## config.mk

```make
export PLATFORM = sky130hd
export DESIGN_NAME = hazard_ctrl_sb_flat
export DESIGN_NICKNAME = d
export VERILOG_FILES = /design/src/rtl/hazard_pkg.sv /design/src/rtl/hazard_ctrl_sb_if.sv /design/src/rtl/md_scoreboard.sv /design/src/rtl/hazard_ctrl_sb.sv /design/src/flat_wrapper.sv
export SDC_FILE = /design/constraint.sdc
export NUM_CORES = 1
export LEC_CHECK = 0
export ABC_CLOCK_PERIOD_IN_PS = 2800
export CELL_PAD_IN_SITES_DETAIL_PLACEMENT = 1
export CELL_PAD_IN_SITES_GLOBAL_PLACEMENT = 2
export CORE_UTILIZATION = 26
export DETAILED_ROUTE_END_ITERATION = 10
export PLACE_DENSITY = 0.86
export RECOVER_POWER = 25
export REMOVE_ABC_BUFFERS = 1
export SETUP_SLACK_MARGIN = 0.02
export SLEW_MARGIN = 20
export SYNTH_ARGS = -nofsm -noshare
export SYNTH_HDL_FRONTEND = slang
export SYNTH_SLANG_ARGS = --single-unit
```

## constraint.sdc

```tcl
create_clock -name clk -period 2.8 [get_ports clk]
set_input_delay 0.56 -clock clk [delete_from_list [all_inputs] [get_ports clk]]
set_output_delay 0.56 -clock clk [all_outputs]
set_load 0.005 [all_outputs]
```

## src/rtl/hazard_pkg.sv

```systemverilog
// hazard_pkg: shared types and defaults for the hazard/scoreboard unit.
// Optional build macro HAZARD_PERF_CNT_EN is consumed by the interface and top.
package hazard_pkg;

   localparam int unsigned REG_AW_DEFAULT = 5;

   // EX-stage operand source select
   typedef enum logic [1:0] {
      FWD_RF  = 2'b00,
      FWD_WB  = 2'b01,
      FWD_MEM = 2'b10
   } fwd_sel_e;

   // Multi-cycle mul/div tracker state
   typedef enum logic {
      MD_IDLE = 1'b0,
      MD_BUSY = 1'b1
   } md_state_e;

endpackage

```

## src/rtl/hazard_ctrl_sb_if.sv

```systemverilog
// hazard_ctrl_sb_if: pipeline <-> hazard unit signal bundle.
// master = pipeline side, slave = hazard unit.
// With HAZARD_PERF_CNT_EN defined, the performance counter outputs are added.
interface hazard_ctrl_sb_if #(
   parameter int unsigned REG_AW = hazard_pkg::REG_AW_DEFAULT
);
   localparam int unsigned NUM_REGS = 2 ** REG_AW;

   logic [REG_AW-1:0]   rs1_ID;
   logic [REG_AW-1:0]   rs2_ID;
   logic [REG_AW-1:0]   rd_ID;
   logic                use_rs1_ID;
   logic                use_rs2_ID;
   logic                wr_ID;
   logic                md_ID;
   logic [REG_AW-1:0]   rs1_EX;
   logic [REG_AW-1:0]   rs2_EX;
   logic [REG_AW-1:0]   rd_EX;
   logic                load_EX;
   logic                md_issue_EX;
   logic                PCSrc_EX;
   logic [REG_AW-1:0]   rd_MEM;
   logic                RegWrite_MEM;
   logic [REG_AW-1:0]   rd_WB;
   logic                RegWrite_WB;
   logic                dmem_stall_i;
   logic                md_done_i;
   logic                stall_IF;
   logic                stall_ID;
   logic                stall_EX;
   logic                stall_MEM;
   logic                flush_ID;
   logic                flush_EX;
   logic [1:0]          forwardA_EX;
   logic [1:0]          forwardB_EX;
   logic                md_busy_o;
   logic [NUM_REGS-1:0] sb_busy_o;
`ifdef HAZARD_PERF_CNT_EN
   logic [31:0]         lu_stall_cnt_o;
   logic [31:0]         sb_stall_cnt_o;
   logic [31:0]         flush_cnt_o;
`endif

   modport master (
      output rs1_ID, rs2_ID, rd_ID, use_rs1_ID, use_rs2_ID, wr_ID, md_ID,
      output rs1_EX, rs2_EX, rd_EX, load_EX, md_issue_EX, PCSrc_EX,
      output rd_MEM, RegWrite_MEM, rd_WB, RegWrite_WB, dmem_stall_i, md_done_i,
      input  stall_IF, stall_ID, stall_EX, stall_MEM, flush_ID, flush_EX,
      input  forwardA_EX, forwardB_EX, md_busy_o, sb_busy_o
`ifdef HAZARD_PERF_CNT_EN
      , input lu_stall_cnt_o, sb_stall_cnt_o, flush_cnt_o
`endif
   );

   modport slave (
      input  rs1_ID, rs2_ID, rd_ID, use_rs1_ID, use_rs2_ID, wr_ID, md_ID,
      input  rs1_EX, rs2_EX, rd_EX, load_EX, md_issue_EX, PCSrc_EX,
      input  rd_MEM, RegWrite_MEM, rd_WB, RegWrite_WB, dmem_stall_i, md_done_i,
      output stall_IF, stall_ID, stall_EX, stall_MEM, flush_ID, flush_EX,
      output forwardA_EX, forwardB_EX, md_busy_o, sb_busy_o
`ifdef HAZARD_PERF_CNT_EN
      , output lu_stall_cnt_o, sb_stall_cnt_o, flush_cnt_o
`endif
   );

endinterface

```

## src/rtl/md_scoreboard.sv

```systemverilog
// md_scoreboard: tracks the single outstanding mul/div op and its pending
// destination register. Completion comes from md_done_i (MD_FIXED_LAT=0) or
// from an internal down-counter loaded with MD_FIXED_LAT at issue.
module md_scoreboard
   import hazard_pkg::*;
#(
   parameter int unsigned REG_AW       = REG_AW_DEFAULT,
   parameter int unsigned MD_FIXED_LAT = 0
) (
   input  logic                     clk,
   input  logic                     rst_n,
   input  logic                     issue_i,     // already qualified by stall/flush
   input  logic [REG_AW-1:0]        issue_rd_i,
   input  logic                     md_done_i,
   output logic                     md_busy_o,
   output logic [(2**REG_AW)-1:0]   sb_busy_o
);
   localparam int unsigned NUM_REGS = 2 ** REG_AW;
   localparam logic [7:0] LAT_LOAD =
      (MD_FIXED_LAT > 255) ? 8'd255 : 8'(MD_FIXED_LAT);
   localparam logic [NUM_REGS-1:0] ONE = {{(NUM_REGS-1){1'b0}}, 1'b1};

   md_state_e           state_q;
   logic [7:0]          cnt_q;
   logic [REG_AW-1:0]   md_rd_q;
   logic [NUM_REGS-1:0] busy_q;

   logic                done;
   logic                accept;
   logic [NUM_REGS-1:0] clr_mask;
   logic [NUM_REGS-1:0] set_mask;

   // Completion and issue acceptance; an issue in the completion cycle is legal
   always_comb begin
      done     = 1'b0;
      if (state_q == MD_BUSY) begin
         done = (MD_FIXED_LAT == 0) ? md_done_i : (cnt_q == 8'd1);
      end
      accept   = issue_i && (issue_rd_i != '0) && ((state_q == MD_IDLE) || done);
      clr_mask = done   ? (ONE << md_rd_q)    : '0;
      set_mask = accept ? (ONE << issue_rd_i) : '0;
   end

   // Tracker FSM: state, latency counter, pending rd and busy vector
   always_ff @(posedge clk or negedge rst_n) begin
      if (!rst_n) begin
         state_q <= MD_IDLE;
         cnt_q   <= 8'd0;
         md_rd_q <= '0;
         busy_q  <= '0;
      end else begin
         // clear before set so a same-rd reissue stays pending
         busy_q <= (busy_q & ~clr_mask) | set_mask;
         unique case (state_q)
            MD_IDLE: begin
               if (accept) begin
                  state_q <= MD_BUSY;
                  md_rd_q <= issue_rd_i;
                  cnt_q   <= LAT_LOAD;
               end
            end
            MD_BUSY: begin
               if (accept) begin
                  md_rd_q <= issue_rd_i;
                  cnt_q   <= LAT_LOAD;
               end else begin
                  if (done) state_q <= MD_IDLE;
                  // counts through data-memory freezes too
                  if (cnt_q != 8'd0) cnt_q <= cnt_q - 8'd1;
               end
            end
            default: state_q <= MD_IDLE;
         endcase
      end
   end

   assign md_busy_o = (state_q == MD_BUSY);
   assign sb_busy_o = busy_q;

   // A second issue while the first is still running must be blocked upstream
   a_no_issue_while_busy: assert property (@(posedge clk) disable iff (!rst_n)
      !(issue_i && (issue_rd_i != '0) && (state_q == MD_BUSY) && !done));

endmodule

```

## src/rtl/hazard_ctrl_sb.sv

```systemverilog
// hazard_ctrl_sb: EX forwarding, load-use stall, branch flush, data-memory
// freeze and mul/div scoreboard for the 5-stage pipeline.
// Optional macro HAZARD_PERF_CNT_EN adds saturating stall/flush counters.
module hazard_ctrl_sb
   import hazard_pkg::*;
#(
   parameter int unsigned REG_AW       = REG_AW_DEFAULT,
   parameter int unsigned MD_FIXED_LAT = 0
) (
   input  logic             clk,
   input  logic             rst_n,
   hazard_ctrl_sb_if.slave  bus
);
   localparam int unsigned NUM_REGS = 2 ** REG_AW;

   logic                lu;
   logic                sbh;
   logic                raw;
   logic                waw;
   logic                strct;
   logic                issue_ok;
   logic                md_busy;
   logic [NUM_REGS-1:0] sb_busy;
   logic                stall_if, stall_id, stall_ex, stall_mem;
   logic                flush_id, flush_ex;

   function automatic fwd_sel_e fwd_sel(input logic [REG_AW-1:0] rs,
                                        input logic [REG_AW-1:0] rd_mem,
                                        input logic              we_mem,
                                        input logic [REG_AW-1:0] rd_wb,
                                        input logic              we_wb);
      if (we_mem && (rd_mem == rs) && (rs != '0)) return FWD_MEM;
      if (we_wb  && (rd_wb  == rs) && (rs != '0)) return FWD_WB;
      return FWD_RF;
   endfunction

   // EX operand forwarding, youngest producer wins
   always_comb begin
      bus.forwardA_EX = fwd_sel(bus.rs1_EX, bus.rd_MEM, bus.RegWrite_MEM,
                                bus.rd_WB, bus.RegWrite_WB);
      bus.forwardB_EX = fwd_sel(bus.rs2_EX, bus.rd_MEM, bus.RegWrite_MEM,
                                bus.rd_WB, bus.RegWrite_WB);
   end

   // Load-use and scoreboard hazard detection for the ID instruction
   always_comb begin
      lu    = bus.load_EX && (bus.rd_EX != '0) &&
              ((bus.use_rs1_ID && (bus.rs1_ID == bus.rd_EX)) ||
               (bus.use_rs2_ID && (bus.rs2_ID == bus.rd_EX)));
      raw   = (sb_busy[bus.rs1_ID] && bus.use_rs1_ID) ||
              (sb_busy[bus.rs2_ID] && bus.use_rs2_ID);
      waw   = bus.wr_ID && sb_busy[bus.rd_ID];
      strct = bus.md_ID && md_busy;
      sbh   = raw || waw || strct;
   end

   // Priority: memory freeze, then branch flush, then hazard bubble
   always_comb begin
      stall_if  = 1'b0;
      stall_id  = 1'b0;
      stall_ex  = 1'b0;
      stall_mem = 1'b0;
      flush_id  = 1'b0;
      flush_ex  = 1'b0;
      if (bus.dmem_stall_i) begin
         stall_if  = 1'b1;
         stall_id  = 1'b1;
         stall_ex  = 1'b1;
         stall_mem = 1'b1;
      end else if (bus.PCSrc_EX) begin
         flush_id = 1'b1;
         flush_ex = 1'b1;
      end else if (lu || sbh) begin
         stall_if = 1'b1;
         stall_id = 1'b1;
         flush_ex = 1'b1;
      end
   end

   assign bus.stall_IF  = stall_if;
   assign bus.stall_ID  = stall_id;
   assign bus.stall_EX  = stall_ex;
   assign bus.stall_MEM = stall_mem;
   assign bus.flush_ID  = flush_id;
   assign bus.flush_EX  = flush_ex;

   assign issue_ok = bus.md_issue_EX && !stall_ex && !flush_ex;

   md_scoreboard #(
      .REG_AW       (REG_AW),
      .MD_FIXED_LAT (MD_FIXED_LAT)
   ) u_md_scoreboard (
      .clk        (clk),
      .rst_n      (rst_n),
      .issue_i    (issue_ok),
      .issue_rd_i (bus.rd_EX),
      .md_done_i  (bus.md_done_i),
      .md_busy_o  (md_busy),
      .sb_busy_o  (sb_busy)
   );

   assign bus.md_busy_o = md_busy;
   assign bus.sb_busy_o = sb_busy;

`ifdef HAZARD_PERF_CNT_EN
   logic [31:0] lu_cnt_q, sb_cnt_q, fl_cnt_q;
   logic        lu_ev, sb_ev, fl_ev;

   assign lu_ev = !bus.dmem_stall_i && !bus.PCSrc_EX && lu;
   assign sb_ev = !bus.dmem_stall_i && !bus.PCSrc_EX && sbh;
   assign fl_ev = !bus.dmem_stall_i && bus.PCSrc_EX;

   // Saturating event counters
   always_ff @(posedge clk or negedge rst_n) begin
      if (!rst_n) begin
         lu_cnt_q <= '0;
         sb_cnt_q <= '0;
         fl_cnt_q <= '0;
      end else begin
         if (lu_ev && (lu_cnt_q != '1)) lu_cnt_q <= lu_cnt_q + 32'd1;
         if (sb_ev && (sb_cnt_q != '1)) sb_cnt_q <= sb_cnt_q + 32'd1;
         if (fl_ev && (fl_cnt_q != '1)) fl_cnt_q <= fl_cnt_q + 32'd1;
      end
   end

   assign bus.lu_stall_cnt_o = lu_cnt_q;
   assign bus.sb_stall_cnt_o = sb_cnt_q;
   assign bus.flush_cnt_o    = fl_cnt_q;
`endif

endmodule

```

## src/flat_wrapper.sv

```systemverilog
// flat-port wrapper written by rule: the top's interface ports become plain ports
module hazard_ctrl_sb_flat import hazard_pkg::*;
#(
   parameter int unsigned REG_AW       = REG_AW_DEFAULT,
   parameter int unsigned MD_FIXED_LAT = 0
)
  (clk, rst_n, bus_rs1_ID, bus_rs2_ID, bus_rd_ID, bus_use_rs1_ID, bus_use_rs2_ID, bus_wr_ID, bus_md_ID, bus_rs1_EX, bus_rs2_EX, bus_rd_EX, bus_load_EX, bus_md_issue_EX, bus_PCSrc_EX, bus_rd_MEM, bus_RegWrite_MEM, bus_rd_WB, bus_RegWrite_WB, bus_dmem_stall_i, bus_md_done_i, bus_stall_IF, bus_stall_ID, bus_stall_EX, bus_stall_MEM, bus_flush_ID, bus_flush_EX, bus_forwardA_EX, bus_forwardB_EX, bus_md_busy_o, bus_sb_busy_o);
  hazard_ctrl_sb_if #(.REG_AW(REG_AW)) bus_i ();
  input  logic clk;
  input  logic rst_n;
  input wire logic [$bits(bus_i.rs1_ID)-1:0] bus_rs1_ID;
  input wire logic [$bits(bus_i.rs2_ID)-1:0] bus_rs2_ID;
  input wire logic [$bits(bus_i.rd_ID)-1:0] bus_rd_ID;
  input wire logic [$bits(bus_i.use_rs1_ID)-1:0] bus_use_rs1_ID;
  input wire logic [$bits(bus_i.use_rs2_ID)-1:0] bus_use_rs2_ID;
  input wire logic [$bits(bus_i.wr_ID)-1:0] bus_wr_ID;
  input wire logic [$bits(bus_i.md_ID)-1:0] bus_md_ID;
  input wire logic [$bits(bus_i.rs1_EX)-1:0] bus_rs1_EX;
  input wire logic [$bits(bus_i.rs2_EX)-1:0] bus_rs2_EX;
  input wire logic [$bits(bus_i.rd_EX)-1:0] bus_rd_EX;
  input wire logic [$bits(bus_i.load_EX)-1:0] bus_load_EX;
  input wire logic [$bits(bus_i.md_issue_EX)-1:0] bus_md_issue_EX;
  input wire logic [$bits(bus_i.PCSrc_EX)-1:0] bus_PCSrc_EX;
  input wire logic [$bits(bus_i.rd_MEM)-1:0] bus_rd_MEM;
  input wire logic [$bits(bus_i.RegWrite_MEM)-1:0] bus_RegWrite_MEM;
  input wire logic [$bits(bus_i.rd_WB)-1:0] bus_rd_WB;
  input wire logic [$bits(bus_i.RegWrite_WB)-1:0] bus_RegWrite_WB;
  input wire logic [$bits(bus_i.dmem_stall_i)-1:0] bus_dmem_stall_i;
  input wire logic [$bits(bus_i.md_done_i)-1:0] bus_md_done_i;
  output wire logic [$bits(bus_i.stall_IF)-1:0] bus_stall_IF;
  output wire logic [$bits(bus_i.stall_ID)-1:0] bus_stall_ID;
  output wire logic [$bits(bus_i.stall_EX)-1:0] bus_stall_EX;
  output wire logic [$bits(bus_i.stall_MEM)-1:0] bus_stall_MEM;
  output wire logic [$bits(bus_i.flush_ID)-1:0] bus_flush_ID;
  output wire logic [$bits(bus_i.flush_EX)-1:0] bus_flush_EX;
  output wire logic [$bits(bus_i.forwardA_EX)-1:0] bus_forwardA_EX;
  output wire logic [$bits(bus_i.forwardB_EX)-1:0] bus_forwardB_EX;
  output wire logic [$bits(bus_i.md_busy_o)-1:0] bus_md_busy_o;
  output wire logic [$bits(bus_i.sb_busy_o)-1:0] bus_sb_busy_o;
  assign bus_i.rs1_ID = bus_rs1_ID;
  assign bus_i.rs2_ID = bus_rs2_ID;
  assign bus_i.rd_ID = bus_rd_ID;
  assign bus_i.use_rs1_ID = bus_use_rs1_ID;
  assign bus_i.use_rs2_ID = bus_use_rs2_ID;
  assign bus_i.wr_ID = bus_wr_ID;
  assign bus_i.md_ID = bus_md_ID;
  assign bus_i.rs1_EX = bus_rs1_EX;
  assign bus_i.rs2_EX = bus_rs2_EX;
  assign bus_i.rd_EX = bus_rd_EX;
  assign bus_i.load_EX = bus_load_EX;
  assign bus_i.md_issue_EX = bus_md_issue_EX;
  assign bus_i.PCSrc_EX = bus_PCSrc_EX;
  assign bus_i.rd_MEM = bus_rd_MEM;
  assign bus_i.RegWrite_MEM = bus_RegWrite_MEM;
  assign bus_i.rd_WB = bus_rd_WB;
  assign bus_i.RegWrite_WB = bus_RegWrite_WB;
  assign bus_i.dmem_stall_i = bus_dmem_stall_i;
  assign bus_i.md_done_i = bus_md_done_i;
  assign bus_stall_IF = bus_i.stall_IF;
  assign bus_stall_ID = bus_i.stall_ID;
  assign bus_stall_EX = bus_i.stall_EX;
  assign bus_stall_MEM = bus_i.stall_MEM;
  assign bus_flush_ID = bus_i.flush_ID;
  assign bus_flush_EX = bus_i.flush_EX;
  assign bus_forwardA_EX = bus_i.forwardA_EX;
  assign bus_forwardB_EX = bus_i.forwardB_EX;
  assign bus_md_busy_o = bus_i.md_busy_o;
  assign bus_sb_busy_o = bus_i.sb_busy_o;
  hazard_ctrl_sb #(.REG_AW(REG_AW), .MD_FIXED_LAT(MD_FIXED_LAT)) u_core (.clk(clk), .rst_n(rst_n), .bus(bus_i));
endmodule
```

# Word level (Yosys, flattened, before mapping)
# Index checks and enable logic that the tools add are counted.
[op_classes]
shift = 2
n_reduce_logical = 31
mux = 36
order_cmp = 3
n_bitwise = 4
n_eq_ne = 6
[ops]
columns = ["operator", "count"]
rows = [
  ["$mux W32", 2],
  ["$shl A1 B5 Y32 const A", 2],
  ["$and A32 B32 Y32", 1],
  ["$not A32 Y32", 1],
  ["$or A32 B32 Y32", 1],
  ["$eq A5 B5 Y1", 6],
  ["$mux W1", 21],
  ["$logic_and A1 B1 Y1", 20],
  ["$lt A5 B6 Y1 const B", 3],
  ["$mux W2", 8],
  ["$bmux W1 S5", 3],
  ["$reduce_bool A5 Y1", 3],
  ["$logic_or A1 B1 Y1", 6],
  ["$mux W5", 1],
  ["$logic_not A1 Y1", 2],
  ["$pmux W1 S2", 1],
  ["$not A1 Y1", 1],
]
[totals]
inputBits = 53
register_bits = 38
elab_cells = 85
output_inout_bits = 43

# Logic depth before layout (Yosys ltp)
[logic_depth]
depth_word = 16
mapped_depth = 9

# Hierarchy
# Synthesis repeated with hierarchy kept, for this count alone.
[unflattened]
cells_unflattened = 277
area_unflattened_um2 = 2914.0
[modules_own_cells]
columns = ["module", "instances", "area_per_inst_um2", "cells_per_inst"]
rows = [
  ["md_scoreboard", 1, 1567.8, 142],
  ["hazard_ctrl_sb", 1, 1346.3, 135],
]

# Worst setup path after synthesis
# No wires, ideal clock.
[synth_path]
kind = "input to register"
start = "in bus_rs1_ID[0]"
end = "reg u_core.u_md_scoreboard.busy_q[11] (netlist: u_core.u_md_scoreboard.sb_busy_o[11])"
arrival_time_ps = 3003
required_time_ps = 2696
setup_slack_ps = -306
setup_ps = 104
path_stages = 9
path_cell_list = "clkbuf_1 mux4_2 mux2i_1 o221ai_1 a221o_1 or3_1 buf_6 buf_8 o41ai_2"
[synth_via]
elab_chain_cells = 16
[synth_rtl]
columns = ["item", "line", "text"]
rows = [
  ["start, declared", "flat_wrapper.sv:11", "input wire logic [$bits(bus_i.rs1_ID)-1:0] bus_rs1_ID;"],
  ["$bmux W1 S5", "hazard_ctrl_sb.sv:50", "raw = (sb_busy[bus.rs1_ID] && bus.use_rs1_ID) ||"],
  ["$mux W1 (implied by the code)", "hazard_ctrl_sb.sv:50", ""],
  ["$logic_and A1 B1 Y1", "hazard_ctrl_sb.sv:50", ""],
  ["$logic_or A1 B1 Y1", "hazard_ctrl_sb.sv:50", ""],
  ["$logic_or A1 B1 Y1 (2 in series)", "hazard_ctrl_sb.sv:54", "sbh = raw || waw || strct;"],
  ["$logic_or A1 B1 Y1 *", "hazard_ctrl_sb.sv:73", "end else if (lu || sbh) begin"],
  ["$mux W1 *", "hazard_ctrl_sb.sv:73", ""],
  ["$mux W1 *", "hazard_ctrl_sb.sv:70", "end else if (bus.PCSrc_EX) begin"],
  ["$mux W1 *", "hazard_ctrl_sb.sv:65", "if (bus.dmem_stall_i) begin"],
  ["$logic_not A1 Y1 *", "hazard_ctrl_sb.sv:87", "assign issue_ok = bus.md_issue_EX && !stall_ex && !flush_ex;"],
  ["$logic_and A1 B1 Y1 *", "hazard_ctrl_sb.sv:87", ""],
  ["$logic_and A1 B1 Y1 * (2 in series)", "md_scoreboard.sv:39", "accept = issue_i && (issue_rd_i != '0) && ((state_q == MD_IDLE) || done);"],
  ["$mux W32 *", "md_scoreboard.sv:41", "set_mask = accept ? (ONE << issue_rd_i) : '0;"],
  ["$or A32 B32 Y32 *", "md_scoreboard.sv:53", "busy_q <= (busy_q & ~clr_mask) | set_mask;"],
  ["end signal, assigned", "md_scoreboard.sv:53", ""],
  ["end, declared", "md_scoreboard.sv:26", "logic [NUM_REGS-1:0] busy_q;"],
]
# Every way passes the cells marked *; elsewhere a longest branch is shown, timed or not. The select of a mux whose other input is x is not followed.
# A chain may end at the register's enable or synchronous reset.

# Worst setup path after layout
[layout_path]
start = "reg u_core.u_md_scoreboard.busy_q[19] (netlist: u_core.u_md_scoreboard.sb_busy_o[19])"
end = "out bus_stall_ID"
[layout_via]
elab_chain_cells = 10
[layout_rtl]
columns = ["item", "line", "text"]
rows = [
  ["$bmux W1 S5 (on tied branches)", "hazard_ctrl_sb.sv:50, hazard_ctrl_sb.sv:51", ""],
  ["$mux W1 (on tied branches)", "hazard_ctrl_sb.sv:50, hazard_ctrl_sb.sv:51", ""],
  ["$logic_and A1 B1 Y1 (on tied branches)", "hazard_ctrl_sb.sv:50, hazard_ctrl_sb.sv:51", ""],
  ["$logic_or A1 B1 Y1", "hazard_ctrl_sb.sv:50", ""],
  ["$logic_or A1 B1 Y1 * (2 in series)", "hazard_ctrl_sb.sv:54", ""],
  ["$logic_or A1 B1 Y1 *", "hazard_ctrl_sb.sv:73", ""],
  ["$mux W1 *", "hazard_ctrl_sb.sv:73", ""],
  ["$mux W1 *", "hazard_ctrl_sb.sv:70", ""],
  ["$mux W1 *", "hazard_ctrl_sb.sv:65", ""],
  ["end, declared", "flat_wrapper.sv:31", "output wire logic [$bits(bus_i.stall_ID)-1:0] bus_stall_ID;"],
]
# Marked as above.

==> results_dict.tcl <==
set metrics [dict create \
    max-slew-margin-rel_pct 35.57 \
    wl_per_cell_um 22.49 \
    hold_class "flip-flop to flip-flop" \
    rsz0062_at_grt "true" \
    grt_max_degree 39 \
    syn_inst 305 \
    grt_pass1_wl_um 20610 \
    grt_pass1_vias 3685 \
    die_w_um 111.8 \
    worstSkewPairLatency_ns 0.29 \
    tightest_slew_ns 0.9665 \
    slew_violations 0 \
    fp.dieH_um 111.8 \
    cts_max_level 2 \
    yosys-top-cells-area "dfrtp_1, mux4_2, o21ai_0" \
    clk_path_buf_depth 2 \
    fmax_ghz 0.3331 \
    row_count 39 \
    dieArea_um2 12490 \
    final_cells 610 \
    avgSynthCellArea_um2 10.27 \
    fin_crit_ns 3.002 \
    clk_pin_slew_worst_paths_ns 0.06 \
    yosysTopAreaCell "dfrtp_1" \
    synth_cell_types 41 \
    vias_per_cell 5.503 \
    wl_met2_um 7001 \
    synth-seq-cells 38 \
    gp_congestion 0.8966 \
    yosysMostFrequentCell "o21ai_0" \
    cts_sinks 38 \
    min_period_over_period_pct 107.2 \
    end_kind "output port" \
    wl_met1_um 5389 \
    layout_setup_ws_ns -0.2022 \
    synth_top_area_share_pct 30.35 \
    syn_to_final_growth_pct 63.70 \
    top_layer "met4" \
    synth_edf_count 0 \
    ant_nets 0 \
    drc_errors 8 \
    p_total_mw 2.200 \
    cp_max_fo 4 \
    maxCapViolCount 0 \
    synth-seq-area-share_pct 30.35 \
    grt_usage_pct 21.59 \
    gr-total-overflow 0 \
    dpl_cell_area_um2 4741 \
    cp_data_arrival_time_ns 2.44 \
    finalSetupViolations 15 \
    outcome "finished with violations" \
    synth_area_um2 3133 \
    irDropWorstVdd_v 0.0003190 \
    ys_async_sr_fraction_pct 100.0 \
    cts_hold_buf 0 \
    powerDensity_nw_per_um2 428.9 \
    antenna_found_initial 0 \
    totalWireLength_um 13720 \
    cts_root_buf "clkbuf_16" \
    core-area_um2 11560 \
    violations "design-rule violations, negative setup slack" \
    design_area_um2 5129 \
    dr.pass1.iters 7 \
    portBuffers 95 \
    cts_tree "built" \
    required_ns 2.24 \
    dr.first_iter.drc_count 193 \
    cts_buffers 5 \
    antenna-diode-count 0 \
    final-hold-violation-count 0 \
    ys.warnings.count 0 \
    finalNetCount 519 \
    dp_hpwl_um 10110 \
    vias 3357 \
    synth_ff_type "dfrtp_1" \
    drive_above_1_share_pct 37.47 \
    route.met3.wl_um 772 \
    critPathKind "flip-flop to output port" \
    dp.cells 598 \
    initial_utilization_pct 27.09 \
    ioPinCount 96 \
    start_kind "flip-flop" \
    ys_top_cells_by_count "o21ai_0, dfrtp_1, xnor2_1" \
    leakagePower_nw 2.240 \
    fin_skew_ns 0.008670 \
]
-- final timing paths --
path                                                      start                              endpoint  slack, ns  depth (start not counted)
setup reg to reg           u_core.u_md_scoreboard.sb_busy_o[19]  u_core.u_md_scoreboard.sb_busy_o[10]      -0.08                          8
min in group asynchronous                                 rst_n  u_core.u_md_scoreboard.sb_busy_o[25]       0.96                          2
setup / recovery           u_core.u_md_scoreboard.sb_busy_o[19]                          bus_stall_ID      -0.20                          8
max in group asynchronous                                 rst_n   u_core.u_md_scoreboard.sb_busy_o[2]       1.24                          2
hold / removal                u_core.u_md_scoreboard.md_rd_q[3]     u_core.u_md_scoreboard.md_rd_q[3]       0.58                          1
hold reg to reg               u_core.u_md_scoreboard.md_rd_q[3]     u_core.u_md_scoreboard.md_rd_q[3]       0.58                          1
-- flip-flops by register name (all words and copies together), names as in the netlist --
signal,count
u_core.u_md_scoreboard.md_busy_o,1
u_core.u_md_scoreboard.md_rd_q,5
u_core.u_md_scoreboard.sb_busy_o,32
-- layout make-up --
class	instances	area, um2
fill	1298	6436
multi-input combinational	238	2222
timing repair buffer	177	1599
sequential	38	950.9
tap	143	178.9
clock buffer	6	138.9
inverter	6	26.28
clock inverter	2	12.51
-- layer usage --
layer | GRT usage (%) | up-vias
li1 | - | 1494
met1 | 26.40 | 1670
met2 | 38.96 | 155
met3 | 2.286 | 38
met4 | 8.108 | 0
met5 | 0 | -
-- critical path, cell delays in order (launching register included) --
cell,delay [ns]
dfrtp_1,0.41
buf_4,0.16
mux4_2,0.53
mux2i_2,0.26
o221ai_2,0.14
a32o_2,0.29
nor2_4,0.13
o21bai_1,0.09
buf_2,0.14
-- power breakdown --
part           internal [mW]  switching, mW  total (mW)
Clock                  0.353          0.237       0.590
Sequential             0.623          0.115       0.739
Combinational          0.486          0.386       0.871
-- placed cells by master, fill, tap and decap left out, types with 11 or more instances in the layout --
cell	instances
buf_4	74
clkdlybuf4s50_1	63
dfrtp_1	38
dlygate4sd2_1	13
mux4_2	21
nand2_1	14
nand2b_1	11
nand3_1	11
nand4_1	13
o21ai_0	45
xnor2_1	24
-- through the flow --
stage | hold WS [ns] | TNS (ns) | worst slack (ns) | util [%]
after floorplan | 0.2644 | -8.212 | -0.3349 | -
after global routing | 0.6250 | -2.129 | -0.2632 | 44.35
final | 0.5792 | -0.8284 | -0.2022 | 44.35
after global placement | 0.5484 | -29.29 | -1.014 | 40.99
after CTS | 0.5859 | -0.2535 | -0.1027 | 43.49
after detailed placement | 0.5708 | -31.49 | -1.088 | 40.99
-- logic make-up after synthesis --
| group | count (synthesis) | synth area share (%) |
|---|---|---|
| and+or+nand+nor | 87 | 15.02 |
| AOI/OAI and AO/OA | 80 | 19.25 |
| muxes | 41 | 22.04 |
| DFF | 38 | 30.35 |
| xor gates and xnor gates | 30 | 8.387 |
| buffers and inverters | 29 | 4.951 |
-- what timing repair did --
item                       4_1_cts  5_1_grt
cloned                           1        1
setup endpoints to repair       44       19
pin swaps                       20       14
gates resized for setup         86       30
buffers inserted                 4        0
Power figures use the tool's default switching activity.
